<file path="config.mk">
export PLATFORM = sky130hd
export DESIGN_NAME = alu_nbit_seq
export DESIGN_NICKNAME = d
export VERILOG_FILES = /design/src/rtl/alu_nbit_seq_pkg.sv /design/src/rtl/alu_nbit_seq_mul.sv /design/src/rtl/alu_nbit_seq.sv
export SDC_FILE = /design/constraint.sdc
export NUM_CORES = 1
export LEC_CHECK = 0
export CORE_MARGIN = 1
export CORE_UTILIZATION = 60
export CTS_BUF_LIST = sky130_fd_sc_hd__clkbuf_16
export CTS_CLUSTER_DIAMETER = 50
export DETAILED_ROUTE_END_ITERATION = 10
export HOLD_SLACK_MARGIN = 0.05
export PLACE_DENSITY = 0.86
export SKIP_LAST_GASP = 1
export SYNTH_ARGS = -nofsm -noshare
export SYNTH_HDL_FRONTEND = slang
export SYNTH_SLANG_ARGS = --single-unit
</file>
<file path="constraint.sdc">
create_clock -name clk -period 7.9 [get_ports clk]
set_input_delay 1.975 -clock clk [delete_from_list [all_inputs] [get_ports clk]]
set_output_delay 1.975 -clock clk [all_outputs]
set_load 0.1 [all_outputs]
</file>
<file path="src/rtl/alu_nbit_seq_pkg.sv">
// Shared opcode, flag-index and FSM definitions for the sequential ALU and its multiplier.
package alu_nbit_seq_pkg;

    localparam logic [2:0] OP_ADD = 3'b000;
    localparam logic [2:0] OP_SUB = 3'b001;
    localparam logic [2:0] OP_AND = 3'b010;
    localparam logic [2:0] OP_OR  = 3'b011;
    localparam logic [2:0] OP_XOR = 3'b100;
    localparam logic [2:0] OP_CMP = 3'b101;
    localparam logic [2:0] OP_ADC = 3'b110;
    localparam logic [2:0] OP_MUL = 3'b111;

    localparam int F_Z = 3;
    localparam int F_C = 2;
    localparam int F_V = 1;
    localparam int F_N = 0;

    typedef enum logic {
        S_IDLE = 1'b0,
        S_BUSY = 1'b1
    } state_t;

    function automatic logic [3:0] pack_flags(input logic z, input logic c,
                                              input logic v, input logic n);
        logic [3:0] f;
        f      = '0;
        f[F_Z] = z;
        f[F_C] = c;
        f[F_V] = v;
        f[F_N] = n;
        return f;
    endfunction

endpackage

</file>
<file path="src/rtl/alu_nbit_seq_mul.sv">
// Iterative shift-add multiplier: one partial product per cycle, WIDTH cycles per product.
module alu_nbit_seq_mul #(
    parameter int WIDTH = 8
) (
    input  logic               clk,
    input  logic               rst,
    input  logic               start_i,
    input  logic [WIDTH-1:0]   a_i,
    input  logic [WIDTH-1:0]   b_i,
    output logic               busy_o,
    output logic               done_o,
    output logic [2*WIDTH-1:0] prod_o
);
    localparam int CW = $clog2(WIDTH + 1);

    logic               busy_q;
    logic [CW-1:0]      cnt_q;
    logic [2*WIDTH-1:0] acc_q, acc_d;
    logic [WIDTH-1:0]   mcand_q, mplier_q;
    logic [WIDTH:0]     partial;

    // Accumulator shifts right; the upper half collects the running sum of partial products.
    always_comb begin
        partial = {1'b0, acc_q[2*WIDTH-1:WIDTH]} + (mplier_q[0] ? {1'b0, mcand_q} : '0);
        acc_d   = {partial, acc_q[WIDTH-1:1]};
    end

    assign done_o = busy_q && (cnt_q == CW'(WIDTH - 1));
    assign busy_o = busy_q;
    // The product is presented on the final step so the top can load it on that same edge.
    assign prod_o = acc_d;

    always_ff @(posedge clk) begin
        if (rst) begin
            busy_q   <= 1'b0;
            cnt_q    <= '0;
            acc_q    <= '0;
            mcand_q  <= '0;
            mplier_q <= '0;
        end else if (start_i) begin
            busy_q   <= 1'b1;
            cnt_q    <= '0;
            acc_q    <= '0;
            mcand_q  <= a_i;
            mplier_q <= b_i;
        end else if (busy_q) begin
            acc_q    <= acc_d;
            mplier_q <= mplier_q >> 1;
            if (done_o) begin
                busy_q <= 1'b0;
                cnt_q  <= '0;
            end else begin
                cnt_q <= cnt_q + CW'(1);
            end
        end
    end

endmodule

</file>
<file path="src/rtl/alu_nbit_seq.sv">
// Registered N-bit ALU with in/out valid-ready handshakes, carry chaining (ADC) and iterative MUL.
module alu_nbit_seq
    import alu_nbit_seq_pkg::*;
#(
    parameter int WIDTH = 8
) (
    input  logic             clk,
    input  logic             rst,
    input  logic             in_valid,
    output logic             in_ready,
    input  logic [WIDTH-1:0] a,
    input  logic [WIDTH-1:0] b,
    input  logic [2:0]       opcode,
    output logic             out_valid,
    input  logic             out_ready,
    output logic [WIDTH-1:0] result,
    output logic [3:0]       flags
);
    state_t             state_q, state_d;
    logic               out_valid_q, out_valid_d;
    logic [WIDTH-1:0]   result_q, result_d;
    logic [3:0]         flags_q, flags_d;
    logic               carry_q, carry_d;

    logic               accept, mul_start, mul_busy, mul_done;
    logic [2*WIDTH-1:0] mul_prod;
    logic [WIDTH:0]     sum, diff, cin_ext;
    logic [WIDTH-1:0]   alu_res, mul_res;
    logic [3:0]         alu_flags, mul_flags;
    logic               c, v, z, n, mul_hi;

    assign in_ready  = (state_q == S_IDLE) && (!out_valid_q || out_ready);
    assign accept    = in_valid && in_ready;
    assign mul_start = accept && (opcode == OP_MUL);

    alu_nbit_seq_mul #(.WIDTH(WIDTH)) u_mul (
        .clk     (clk),
        .rst     (rst),
        .start_i (mul_start),
        .a_i     (a),
        .b_i     (b),
        .busy_o  (mul_busy),
        .done_o  (mul_done),
        .prod_o  (mul_prod)
    );

    // Single-cycle datapath, WIDTH+1 bits so the top bit is carry-out / borrow.
    always_comb begin
        cin_ext = {{WIDTH{1'b0}}, carry_q && (opcode == OP_ADC)};
        sum     = {1'b0, a} + {1'b0, b} + cin_ext;
        diff    = {1'b0, a} - {1'b0, b};
        alu_res = '0;
        c       = 1'b0;
        v       = 1'b0;
        unique case (opcode)
            OP_ADD, OP_ADC: begin
                alu_res = sum[WIDTH-1:0];
                c       = sum[WIDTH];
                v       = (a[WIDTH-1] == b[WIDTH-1]) && (sum[WIDTH-1] != a[WIDTH-1]);
            end
            OP_SUB, OP_CMP: begin
                alu_res = (opcode == OP_SUB) ? diff[WIDTH-1:0] : '0;
                c       = diff[WIDTH];
                v       = (a[WIDTH-1] != b[WIDTH-1]) && (diff[WIDTH-1] != a[WIDTH-1]);
            end
            OP_AND:  alu_res = a & b;
            OP_OR:   alu_res = a | b;
            OP_XOR:  alu_res = a ^ b;
            default: alu_res = '0;
        endcase
        z         = (opcode == OP_CMP) ? (a == b) : (alu_res == '0);
        n         = (opcode == OP_CMP) ? diff[WIDTH-1] : alu_res[WIDTH-1];
        alu_flags = pack_flags(z, c, v, n);
    end

    always_comb begin
        mul_res   = mul_prod[WIDTH-1:0];
        mul_hi    = |mul_prod[2*WIDTH-1:WIDTH];
        mul_flags = pack_flags(mul_res == '0, mul_hi, mul_hi, mul_res[WIDTH-1]);
    end

    always_comb begin
        state_d     = state_q;
        out_valid_d = out_valid_q;
        result_d    = result_q;
        flags_d     = flags_q;
        carry_d     = carry_q;
        if (out_valid_q && out_ready)
            out_valid_d = 1'b0;
        unique case (state_q)
            S_IDLE: begin
                if (accept) begin
                    if (opcode == OP_MUL) begin
                        state_d = S_BUSY;
                    end else begin
                        out_valid_d = 1'b1;
                        result_d    = alu_res;
                        flags_d     = alu_flags;
                        carry_d     = alu_flags[F_C];
                    end
                end
            end
            S_BUSY: begin
                if (mul_done) begin
                    state_d     = S_IDLE;
                    out_valid_d = 1'b1;
                    result_d    = mul_res;
                    flags_d     = mul_flags;
                    carry_d     = mul_flags[F_C];
                end
            end
            default: state_d = S_IDLE;
        endcase
    end

    always_ff @(posedge clk) begin
        if (rst) begin
            state_q     <= S_IDLE;
            out_valid_q <= 1'b0;
            result_q    <= '0;
            flags_q     <= '0;
            carry_q     <= 1'b0;
        end else begin
            state_q     <= state_d;
            out_valid_q <= out_valid_d;
            result_q    <= result_d;
            flags_q     <= flags_d;
            carry_q     <= carry_d;
        end
    end

    assign out_valid = out_valid_q;
    assign result    = result_q;
    assign flags     = flags_q;

endmodule
</file>
==> results by group <==
Power and ir drop
  – Worst vdd ir: 0.139 mV
  – Clk pwr share: 31.3%
  – Sw Share: 35.5%
  – PD cells: 161 mW/mm^2
  – Combinational power share: 30.7%
  – Sw Pwr: 0.000251 W
  – Seq pwr share: 38.0%
  – Power Total: 0.000706 W
  – Internal power: 0.000456 W
  – Pleak: 1.80 nW

Yosys
  – Synth Area in Adders: 13.2%
  – Yosys Warn Count: 0
  – Post-synth ARST share: 0%
  – Synth top cells by count: nor2_1, dfxtp_1, nand2_1
  – Compound-Gate Fraction of Synth Area: 22.9%
  – Synth area leaders: dfxtp_1, ha_1, mux2i_1
  – Mux cell area share after synthesis: 8.02%
  – Synth unique cells: 72
  – Register area share after synthesis: 25.8%
  – Largest family of logic cells by synthesized area: compound AO/OA/AOI/OAI gates
  – Mapped Cells: 480
  – Synth Flop Type: dfxtp_1
  – Synth Area in XOR/XNOR: 2.26%
  – FF+latch count, synth: 50
  – Share of the synthesized area in the top cell type: 25.8%
  – Number of enable flip-flop cells after synthesis: 0
  – Synth Cell Area: 0.00388 sq mm
  – Synth area leader: dfxtp_1
  – Net Count, Synth: 540
  – Most common cell in the netlist: nor2_1
  – Simple-gate share of the synthesized area: 21.4%
  – Synth Area per Inst: 8.09 sq um

Outcome
  – Status: finished, final reports clean

Clocking
  – Hold_buf cts: 0
  – Number of setup buffers added after CTS: 0
  – Clock buffer count from CTS: 5
  – Clock latency on the worst-skew pair: 290 ps
  – Clock Pin Slew Worst Setup and Hold Paths: 70 ps
  – Htree depth: 2
  – CTS Sinks: 50
  – CTS tree: built
  – CTS root buffer: clkbuf_16
  – CTS resizes: 0
  – Maximum root-to-sink buffer count: 2

Global routing
  – GRT overflow: 0
  – Vias in the first global route: 3,312
  – First-pass GRT wire length: 15,900 um
  – Antenna violations before repair: 0
  – GRT Total Usage: 31.0%
  – Largest net degree at the start of global routing: 35

Critical path
  – Critical path's slowest cell: clkdlybuf4s50_1
  – CP max stage delay: 1150 ps
  – Critical path origin: out_ready
  – CP Launch Type: primary input
  – Crit path kind: primary input to output pin
  – CP Cell Sequence: clkdlybuf4s50_1 > nor2b_1 > nor2_1 > clkdlybuf4s50_1
  – Critical path's most frequent cell: clkdlybuf4s50_1
  – Worst-path maximum fanout: 4
  – CP arrival: 3770 ps
  – Reg-to-reg endpoint: u_mul.cnt_q[0]
  – Setup slack, reg-to-reg: 4920 ps
  – Origin of the critical flop-to-flop path: state_q
  – Worst Reg2Reg Path Length in Cells: 4
  – Req. time, crit path: 5930 ps
  – Crit. End Element: output pin
  – Critical Path Sink: in_ready

Detailed routing
  – Vias: 3,663
  – Post-route DRC: 0
  – Initial DRC count: 379
  – WL final: 9890 um
  – Final ANT Viol Nets: 0
  – Avg WL per Cell: 17.2 um
  – Vias per std cell: 6.37
  – Drt first pass iters: 6

Placed design
  – Placed cell count: 567
  – Dpl cell area: 0.00422 sq mm
  – Gp weighted congestion: 0.945
  – Number of port buffers: 36
  – HPWL after DPL: 7440 um

Timing
  – Fin Hold WS: 452 ps
  – Min Tclk post-route: 5740 ps
  – Setup TNS: 0 ps
  – Crit share post-route: 72.7%
  – Final setup fails: 0
  – RSZ-0062 raised after global routing: false
  – Count of final hold-check violations: 0
  – Clk_skew: 5.61 ps
  – Slew at the pin with the worst max-slew slack: 983 ps
  – Max-slew headroom: 34.3%
  – Peak Freq: 0.174 GHz
  – Max Slew Vio Count: 0

Hold path
  – Min-delay worst type: flop to flop
  – Hold_sp: result[0]

Cells and area
  – Post-Layout Cell Count: 575
  – Finished Cell Area: 0.00438 sq mm
  – Layout area overhead: 12.7%
  – NumNets Final: 559
  – N_diodes: 0
  – Share of cells above drive strength 1: 5.00%

Floorplan
  – Initial Util: 63.7%
  – Core ar.: 0.00610 sq mm
  – Row Count: 28
  – Die X: 82.5 um
  – Die Area: 0.00680 sq mm
  – Die span in y: 82.5 um
  – I/O pins: 37

Run
  – Total of max-cap violations: 0
cell type report:
cell class                      count  area [sq um]
Sequential cell                    50          1000
Clock inverter                      3          28.8
Timing Repair Buffer               39           383
Tap cell                           75          93.8
Inverter                           30           113
Fill cell                         492          1720
Clock buffer                        5           125
Multi-Input combinational cell    373          2630
logic make-up after synthesis:
| family | Yosys count |
|---|---|
| simple gates | 168 |
| fa+ha+maj | 39 |
| buf+inv | 57 |
| flops | 50 |
| xor+xnor | 10 |
| compound gates | 125 |
| mux | 31 |
registers in the layout (all words and copies together) (netlist names):
| name | cells |
|---|---|
| flags | 4 |
| out_valid | 1 |
| u_mul.mplier_q | 8 |
| state_q | 1 |
| u_mul.mcand_q | 8 |
| result | 8 |
| u_mul.cnt_q | 4 |
| u_mul.acc_q | 15 |
| u_mul.busy_o | 1 |
layer usage:
metal / vias up / GRT usage (%) / share of wire (%)
met3: 29 / 4.51 / 5.4
met1: 1717 / 39.7 / 45
li1: 1768 / - / -
met2: 149 / 52.9 / 47
met5: - / 0 / 0
met4: 0 / 10.5 / 2.6
worst min path at each step:
stage                       endpoint  slack [ps]  cells past startpoint
finish                     result[0]         450                      2
global route               result[0]         480                      2
CTS                        result[0]         450                      2
detailed placement         result[0]         450                      2
global placement           result[0]         440                      2
floorplan           u_mul.mcand_q[0]         450                      2
power by group through the flow:
stage          clock network (W)  logic, W  registers (W)
4_1_cts                 0.000225  0.000214       0.000268
5_1_grt                 0.000234  0.000232       0.000269
3_3_place_gp                   0  0.000209       0.000273
2_1_floorplan                  0  0.000120       0.000312
6_report                0.000221  0.000217       0.000269
3_5_place_dp                   0  0.000213       0.000274
stage by stage:
stage,setup WS (ps),utilization [%]
3_3_place_gp,2160,69.3
4_1_cts,2130,71.8
2_1_floorplan,2640,-
6_report,2160,71.8
5_1_grt,2050,71.8
3_5_place_dp,2140,69.3
placed cells by master (no fill, tap or decap), types with 3 or more instances in the layout:
| cell | Yosys | layout |
|---|---|---|
| a211o_1 | 5 | 5 |
| a211oi_1 | 13 | 13 |
| a21o_1 | 5 | 5 |
| a21oi_1 | 24 | 24 |
| a31oi_1 | 6 | 6 |
| and2_1 | 7 | 7 |
| buf_4 | 5 | 3 |
| clkbuf_16 | 0 | 5 |
| clkdlybuf4s50_1 | 0 | 36 |
| dfxtp_1 | 50 | 50 |
| fa_1 | 4 | 4 |
| ha_1 | 33 | 33 |
| inv_1 | 29 | 29 |
| mux2i_1 | 30 | 30 |
| nand2_1 | 34 | 34 |
| nand2b_1 | 8 | 8 |
| nand3_1 | 6 | 6 |
| nand4_1 | 4 | 4 |
| nor2_1 | 64 | 64 |
| nor2b_1 | 10 | 10 |
| nor3_1 | 9 | 9 |
| nor3b_1 | 3 | 3 |
| nor4_1 | 3 | 3 |
| o2111ai_1 | 4 | 4 |
| o211ai_1 | 9 | 9 |
| o21ai_0 | 19 | 19 |
| o21ai_1 | 3 | 3 |
| o21bai_1 | 4 | 4 |
| o221ai_1 | 5 | 5 |
| or3_1 | 4 | 4 |
| xnor2_1 | 8 | 8 |
critical path: cells and delay by family:
family                 cells  cell delay [ps]
AND/OR/NAND/NOR            2              190
buffers and inverters      2             1600
Note: power is estimated with default switching activity, not from simulation.
